`config.mk`:
```
export PLATFORM = sky130hd
export DESIGN_NAME = sram_like_arbiter
export DESIGN_NICKNAME = d
export VERILOG_FILES = /design/src/rtl/sram_like_arbiter.sv
export SDC_FILE = /design/constraint.sdc
export NUM_CORES = 1
export LEC_CHECK = 0
export ABC_AREA = 1
export BUFFER_PORTS_ARGS = -buffer_cell sky130_fd_sc_hd__buf_4
export CAP_MARGIN = 25
export CORE_AREA = 2 2 113 115
export DETAILED_ROUTE_END_ITERATION = 6
export DIE_AREA = 0 0 115 117
export HOLD_SLACK_MARGIN = 0.03
export PLACE_DENSITY = 0.57
export SLEW_MARGIN = 5
export SYNTH_ARGS = -nofsm -noshare
export SYNTH_HDL_FRONTEND = slang
export SYNTH_SLANG_ARGS = --single-unit
```
`constraint.sdc`:
```
create_clock -name clk -period 2 [get_ports clk]
set_clock_uncertainty 0.15 [all_clocks]
set_input_delay 0.4 -clock clk [delete_from_list [all_inputs] [get_ports clk]]
set_output_delay 0.4 -clock clk [all_outputs]
set_load 0.1 [all_outputs]
```
`src/rtl/sram_like_arbiter.sv`:
```
// N-to-1 arbiter for the split req/addr_ok/data_ok SRAM-like bus with an in-order ID FIFO for responses.
// Build option: define ARB_FIXED_PRIO_EN for lowest-index-first grant instead of round-robin.
module sram_like_arbiter #(
   parameter int NUM_CH   = 2,
   parameter int OT_DEPTH = 4,
   parameter int ADDR_W   = 32,
   parameter int DATA_W   = 32
) (
   input  logic                          clk,
   input  logic                          reset,
   input  logic [NUM_CH-1:0]             m_req,
   input  logic [NUM_CH-1:0]             m_wr,
   input  logic [2*NUM_CH-1:0]           m_size,
   input  logic [NUM_CH*(DATA_W/8)-1:0]  m_wstrb,
   input  logic [NUM_CH*ADDR_W-1:0]      m_addr,
   input  logic [NUM_CH*DATA_W-1:0]      m_wdata,
   output logic [NUM_CH-1:0]             m_addr_ok,
   output logic [NUM_CH-1:0]             m_data_ok,
   output logic [DATA_W-1:0]             m_rdata,
   output logic                          s_req,
   output logic                          s_wr,
   output logic [1:0]                    s_size,
   output logic [DATA_W/8-1:0]           s_wstrb,
   output logic [ADDR_W-1:0]             s_addr,
   output logic [DATA_W-1:0]             s_wdata,
   input  logic                          s_addr_ok,
   input  logic                          s_data_ok,
   input  logic [DATA_W-1:0]             s_rdata,
   output logic [$clog2(OT_DEPTH):0]     ot_cnt,
   output logic                          err_unexp_rsp
);

   localparam int ID_W   = (NUM_CH > 1) ? $clog2(NUM_CH) : 1;
   localparam int PTR_W  = $clog2(OT_DEPTH);
   localparam int CNT_W  = PTR_W + 1;
   localparam int STRB_W = DATA_W / 8;

   logic              lock_vld_r;
   logic [ID_W-1:0]   lock_id_r;
   logic [ID_W-1:0]   fifo_mem_r [OT_DEPTH];
   logic [PTR_W-1:0]  rd_ptr_r;
   logic [PTR_W-1:0]  wr_ptr_r;
   logic [CNT_W-1:0]  cnt_r;
   logic              err_r;
`ifndef ARB_FIXED_PRIO_EN
   logic [ID_W-1:0]   rr_ptr_r;
`endif

   logic [ID_W-1:0]   grant_s;
   logic [ID_W-1:0]   head_s;
   logic              fifo_full_s;
   logic              fifo_empty_s;
   logic              s_req_s;
   logic              accept_s;
   logic              pop_s;

   // Grant selection: locked channel wins, else the first requester in search order
   always_comb begin
      int          pos_v;
      logic [ID_W-1:0] idx_v;
      grant_s = '0;
      pos_v   = 0;
      idx_v   = '0;
      if (lock_vld_r) begin
         grant_s = lock_id_r;
      end else begin
         // Scan from the far end so the last hit is the nearest requester
         for (int i = NUM_CH - 1; i >= 0; i--) begin
`ifdef ARB_FIXED_PRIO_EN
            pos_v = i;
`else
            pos_v = int'(rr_ptr_r) + i;
            pos_v = (pos_v >= NUM_CH) ? (pos_v - NUM_CH) : pos_v;
`endif
            idx_v   = ID_W'(pos_v);
            grant_s = m_req[idx_v] ? idx_v : grant_s;
         end
      end
   end

   assign fifo_full_s  = (cnt_r == CNT_W'(OT_DEPTH));
   assign fifo_empty_s = (cnt_r == CNT_W'(0));
   assign s_req_s      = m_req[grant_s] & ~fifo_full_s & ~reset;
   assign accept_s     = s_req_s & s_addr_ok;
   assign pop_s        = s_data_ok & ~fifo_empty_s & ~reset;
   assign head_s       = fifo_mem_r[rd_ptr_r];

   // Payload mux and per-channel handshake fan-out
   always_comb begin
      s_wr      = 1'b0;
      s_size    = 2'b00;
      s_wstrb   = '0;
      s_addr    = '0;
      s_wdata   = '0;
      m_addr_ok = '0;
      m_data_ok = '0;
      for (int k = 0; k < NUM_CH; k++) begin
         s_wr         = s_wr    | (m_wr[k] & (grant_s == ID_W'(k)));
         s_size       = s_size  | (m_size[2*k +: 2] & {2{grant_s == ID_W'(k)}});
         s_wstrb      = s_wstrb | (m_wstrb[k*STRB_W +: STRB_W] & {STRB_W{grant_s == ID_W'(k)}});
         s_addr       = s_addr  | (m_addr[k*ADDR_W +: ADDR_W] & {ADDR_W{grant_s == ID_W'(k)}});
         s_wdata      = s_wdata | (m_wdata[k*DATA_W +: DATA_W] & {DATA_W{grant_s == ID_W'(k)}});
         m_addr_ok[k] = accept_s & (grant_s == ID_W'(k));
         m_data_ok[k] = pop_s & (head_s == ID_W'(k));
      end
   end

   assign s_req         = s_req_s;
   assign m_rdata       = s_rdata;
   assign ot_cnt        = cnt_r;
   assign err_unexp_rsp = err_r;

   // Grant lock: hold a stalled request on its master until the slave accepts it
   always_ff @(posedge clk) begin
      if (reset) begin
         lock_vld_r <= 1'b0;
         lock_id_r  <= '0;
      end else if (accept_s) begin
         lock_vld_r <= 1'b0;
      end else if (s_req_s && !s_addr_ok) begin
         lock_vld_r <= 1'b1;
         lock_id_r  <= grant_s;
      end
   end

`ifndef ARB_FIXED_PRIO_EN
   // Round-robin pointer moves just past the most recently accepted channel
   always_ff @(posedge clk) begin
      if (reset) begin
         rr_ptr_r <= '0;
      end else if (accept_s) begin
         rr_ptr_r <= (grant_s == ID_W'(NUM_CH - 1)) ? '0 : grant_s + ID_W'(1);
      end
   end
`endif

   // ID FIFO pointers and occupancy; no bypass, so a full FIFO blocks even with a pop pending
   always_ff @(posedge clk) begin
      if (reset) begin
         rd_ptr_r <= '0;
         wr_ptr_r <= '0;
         cnt_r    <= '0;
      end else begin
         if (accept_s) begin
            wr_ptr_r <= wr_ptr_r + PTR_W'(1);
         end
         if (pop_s) begin
            rd_ptr_r <= rd_ptr_r + PTR_W'(1);
         end
         case ({accept_s, pop_s})
            2'b10:   cnt_r <= cnt_r + CNT_W'(1);
            2'b01:   cnt_r <= cnt_r - CNT_W'(1);
            default: cnt_r <= cnt_r;
         endcase
      end
   end

   // ID FIFO storage
   always_ff @(posedge clk) begin
      if (accept_s) begin
         fifo_mem_r[wr_ptr_r] <= grant_s;
      end
   end

   // Sticky flag for a response with no outstanding request
   always_ff @(posedge clk) begin
      if (reset) begin
         err_r <= 1'b0;
      end else if (s_data_ok && fifo_empty_s) begin
         err_r <= 1'b1;
      end
   end

endmodule

```
Word level (Yosys, flattened, before mapping)
Memories as Yosys holds them, arrays and structs flattened. A register that Yosys moved wholly into a read port is not among the register bits.
Index checks and enable logic that the tools add are counted.
{"block": "word_totals", "elab_cells": 78, "ram_bits": 4, "regBits": 11, "out_inout_bits": 112, "n_memories": 1}
{"block": "op_classes", "reduce_logical": 7, "n_eq_ne": 3, "n_lt_le_gt_ge": 5, "n_bitwise": 30, "n_mux": 17, "n_addsub": 8}
{"name": "fifo_mem_r", "depth": 4, "width": 1, "read_ports": 1, "rd_ports_with_merged_regs": 1, "write_ports": 1, "line_no": "40", "source": "logic [ID_W-1:0] fifo_mem_r [OT_DEPTH];"}
{"cell": "$and A32 B32 Y32", "n": 4}
{"cell": "$or A32 B32 Y32", "n": 2}
{"cell": "$mux W1", "n": 14}
{"cell": "$and A1 B1 Y1", "n": 11}
{"cell": "$and A4 B4 Y4", "n": 2}
{"cell": "$lt A1 B2 Y1 const B", "n": 3}
{"cell": "$not A1 Y1", "n": 6}
{"cell": "$pmux W3 S2", "n": 1}
{"cell": "$add A2 B1 Y2 const B", "n": 2}
{"cell": "$and A2 B2 Y2", "n": 2}
{"cell": "$mux W2", "n": 2}
{"cell": "$or A4 B4 Y4", "n": 1}
{"cell": "$add A3 B1 Y3 const B", "n": 1}
{"cell": "$eq A3 B3 Y1 const B", "n": 1}
{"cell": "$logic_not A3 Y1", "n": 1}
{"cell": "$sub A3 B1 Y3 const B", "n": 1}
{"cell": "$add A1 B1 Y2 const B", "n": 1}
{"cell": "$eq A2 B1 Y1 const B", "n": 1}
{"cell": "$eq A2 B2 Y1 const B", "n": 1}
{"cell": "$ge A1 B2 Y1 const B", "n": 1}
{"cell": "$ge A2 B2 Y1 const B", "n": 1}
{"cell": "$logic_and A1 B1 Y1", "n": 2}
{"cell": "$or A2 B2 Y2", "n": 1}
{"cell": "$reduce_and A2 Y1", "n": 1}
{"cell": "6 further kinds", "n": 7}

Logic depth before layout (Yosys ltp)
{"block": "logic_depth", "ltp_word": 15, "mapped_depth": 12, "mapped_depth_nobuf": 12}

Worst setup path before layout
No wires, ideal clock.
{"block": "synth_timing", "kind": "flip-flop to output port", "start": "reg cnt_r[0] (netlist: ot_cnt[0])", "end": "out m_data_ok[0]", "slack_ns": -1.996, "t_arrival_ns": 3.446, "path_stages_with_launch": 5, "n_path_buf": 0, "path_cell_list": "dfxtp_1 > inv_2 > nand2_2 > o21ai_2 > nor3_1"}
{"block": "synth_between", "elab_chain_len": 5}
{"item": "start: declaration", "line_no": "43", "source": "logic [CNT_W-1:0] cnt_r;"}
{"item": "start signal: assignment", "line_no": "151", "source": "2'b10: cnt_r <= cnt_r + CNT_W'(1);"}
{"item": "start signal: assignment", "line_no": "152", "source": "2'b01: cnt_r <= cnt_r - CNT_W'(1);"}
{"item": "start signal: assignment", "line_no": "153", "source": "default: cnt_r <= cnt_r;"}
{"item": "$logic_not A3 Y1", "line_no": "82", "source": "assign fifo_empty_s = (cnt_r == CNT_W'(0));"}
{"item": "$not A1 Y1", "line_no": "85", "source": "assign pop_s = s_data_ok & ~fifo_empty_s & ~reset;"}
{"item": "$and A1 B1 Y1 (2 in a row)", "line_no": "85"}
{"item": "$and A1 B1 Y1", "line_no": "104", "source": "m_data_ok[k] = pop_s & (head_s == ID_W'(k));"}
{"item": "end: declaration", "line_no": "18", "source": "output logic [NUM_CH-1:0] m_data_ok,"}
No other way between the ends.

Worst setup path in the final report
{"block": "layout_timing", "start": "reg lock_vld_r", "end": "out m_addr_ok[1]"}
{"block": "layout_between", "elab_chain_len": 7}
{"item": "start: declaration", "line_no": "38", "source": "logic lock_vld_r;"}
{"item": "start signal: assignment", "line_no": "116", "source": "lock_vld_r <= 1'b0;"}
{"item": "start signal: assignment", "line_no": "119", "source": "lock_vld_r <= 1'b0;"}
{"item": "start signal: assignment", "line_no": "121", "source": "lock_vld_r <= 1'b1;"}
{"item": "$mux W1 (*)", "line_no": "64", "source": "if (lock_vld_r) begin"}
{"item": "$mux W1 (not written as such) (2 in a row)", "line_no": "83", "source": "assign s_req_s = m_req[grant_s] & ~fifo_full_s & ~reset;"}
{"item": "$and A1 B1 Y1 (2 in a row)", "line_no": "83"}
{"item": "$and A1 B1 Y1", "line_no": "84", "source": "assign accept_s = s_req_s & s_addr_ok;"}
{"item": "$and A1 B1 Y1 (*)", "line_no": "103", "source": "m_addr_ok[k] = accept_s & (grant_s == ID_W'(k));"}
{"item": "end: declaration", "line_no": "17", "source": "output logic [NUM_CH-1:0] m_addr_ok,"}
Mark *: on every way between the ends. The rest lies on a longest branch, timed or not. The select of a mux whose other input is x is not followed.

==> impl_results.md <==
- Met1 usage: 16.1%
- Outcome: finished with violations
- Die X: ~120 um
- Synthesized area: 0.00208 mm^2
- Relative slew slack: 81.4%
- Clk slew on worst S/H paths: 0.05 ns
- Tightest Pin Transition: 0.281 ns
- Post-Route Setup TNS: -4.00 ns
- Most used cell along the critical path: buf_6
- DRT Wirelength: 11,500 um
- Final Hold Viols: 0
- Crit Path Category: reg2out
- Critical-path top delay cell: dfxtp_4
- Core area: 0.0123 mm^2
- Root buffer cell: clkbuf_16
- Placement Rows: just over 40
- Cell Pwr Density: around 670 mW/mm^2
- Via density: 4.14
- Sw Ratio: a little over half
- Clock Tree Buf Depth: 2
- Crit share post-route: 106%
- Sw Pwr: 2060 uW
- Post-DR wirelength/cell: ~15 um
- Area of the multi-input gates: around 0.0018 mm^2
- Fmax: around 0.47 GHz
- DRC: 0
- WP data arrival: around 1.6 ns
- Worst hold margin: 0.299 ns
- DP Worst Slack: -0.253 ns
- GPL Wtd Cong: about 0.80
- Power, Total: 3870 uW
- Critical path cell sequence: nor2_4 -> nand2_4 -> buf_6 -> nand3b_4 -> buf_6 -> nand4_1 -> clkinvlp_4 -> buf_12
- Clock latency on the worst-skew pair: approximately 0.25 ns
- Synth warn: 0
- Gate Count Post-Synth: ~370
- Cts hold-fix bufs: 0
- Gate power share: between 70% and 80%
- Sequential Power Share: 10.1%
- Clock network power share: 10.4%
- H-tree depth: 1
- Max Cap Violations: 0
- CP Capture Type: primary output
- RSZ-0062 raised after global routing: true
- Max-slew violation count: 0
- Share of cells above drive strength 1: 68.4%
- Internal: 1800 uW
- Setup WS post-layout: -0.115 ns
- Final #Nets: around 800
- Die height: 117 um
- Syn Nets: about 560
- Die Area: 0.0135 mm^2
- Crit path required time: roughly 1.5 ns
- Initial antenna violation count: 0
- Critical Path Source Type: flop
- Total CTS buffers: 3
- Syn avg cell area: 5.58 um^2
- FF+latch count, synth: 17
- Iter 0 DRT Violations: between 80 and 90
- DRT Pass-1 Iters: 4
- VDD IR-drop max: about 0.31 mV
- FF+latch area: 398 um^2
- GR Layer Usage met3: 2.47%
- Number of diodes: 0
- Global-route layer with the greatest usage: met2
- Post-layout min period: about 2.1 ns
- CTS tree: built
- Synth cell types: 27
- Worst min path class: in2reg
- First-pass GRT wire length: 14,700 um
- IO buf count: 227
- Initial Util: 16.9%
- Vias in the first global route: ~2,800
- DP HPWL: 8300 um
- Worst-path fanout max: 4
- GRT Total Usage: 13.8%
- Num Clock Sinks: 17
- Largest net degree at the start of global routing: 27
- Failing checks: setup timing
- Grt total ovfl: 0
- Io pins: 292
- Area Overhead vs Synth: 178%
- Post-route ant nets: 0
- CP max stage delay: 0.36 ns
- Post-synthesis sequential area ratio: between 15 and 20%
- # fillers: roughly 1,200
- Via count: ~3,100
- Leakage power: about 0.0029 uW
- Final setup vio count: 75
- GR Util met2: 26.7%
placed cells by master, fill, tap and decap left out, drive strengths merged:
cell,instances
buf,257
nand2,232
inv,25
nor2,17
dfxtp,13
clkbuf,10
a21oi,9
nand4,5
ha,5
o21ai,5
edfxtp,4
clkinvlp,3
nand3,3
nand3b,1
a32oi,1
nor3,1
and2,1
xor2,1
fa,1
timing repair:
item                       CTS  global route
resized for setup          236            98
setup buffers                1             8
gates cloned                 2             8
pin swaps                    3            33
setup endpoints to repair   75            78
cells by family after synthesis:
family / after synthesis / share of synthesized area, %
AO/OA/AOI/OAI: 15 / 3.97
XOR/XNOR: 1 / 0.421
adder cells (fa/ha/maj): 6 / 3.97
buffers and inverters: 74 / 22.5
flip-flops: 17 / 18.3
AND/OR/NAND/NOR: 260 / 50.9
cell usage after synthesis, drive strengths merged:
cell type	n	area share, %
nand2	232	43
o21ai	5	1.4
buf	47	17
nand3	3	1.3
ha	5	3.0
a32oi	1	0.42
nand3b	1	0.96
nor3	1	0.24
and2	1	0.30
nor2	17	4.0
dfxtp	13	13
a21oi	9	2.2
nand4	5	1.5
xor2	1	0.42
inv	27	5.0
fa	1	0.96
edfxtp	4	5.8
worst max-delay path: cells and delay by family, from the launching register on:
family                 cells  cell delay, ns
buffers and inverters      4            0.53
flip-flops                 1            0.36
AND/OR/NAND/NOR            4            0.42
cell type report:
type	count	area share [%]
tap	150	3.24
sequential	17	6.88
multi-input combinational	282	31.1
clock inverter	1	0.130
inverter	27	2.31
clock buffer	3	1.30
timing repair buffer	264	55.0
final timing paths:
path	from	end	slack (ns)	cells past startpoint
min	s_data_ok	err_unexp_rsp$_SDFFE_PP0P_	0.30	3
max reg2reg	rr_ptr_r$_SDFFE_PP0P_	ot_cnt[2]$_SDFFE_PP0P_	-0.01	13
min reg2reg	err_unexp_rsp$_SDFFE_PP0P_	err_unexp_rsp$_SDFFE_PP0P_	0.30	2
max	lock_vld_r$_SDFFE_PP0P_	m_addr_ok[1]	-0.11	8
routing by layer:
metal	wire length [um]	part of all wire, %	vias to the layer above
li1	-	-	1534
met1	4130	36	1405
met2	6700	58	131
met3	635	5.5	8
met4	53	0.46	0
met5	0	0	-
per-stage QoR:
stage | util [%] | std cells | instance area (um^2)
2_1_floorplan | - | 373 | 2330
3_3_place_gp | 32.8 | 721 | 4030
3_5_place_dp | 32.8 | 721 | 4030
4_1_cts | 41.9 | 728 | 5160
5_1_grt | 47.0 | 744 | 5780
6_report | 47.0 | 744 | 5780
power groups by stage:
stage | sequential (uW) | combinational (uW) | clock [uW]
finish | 390 | 3070 | 402
global route | 392 | 3180 | 433
CTS | 389 | 2840 | 410
detailed placement | 395 | 2290 | 0
global placement | 394 | 2280 | 0
floorplan | 441 | 1930 | 0
No activity file was read; power rests on OpenSTA's default activity.
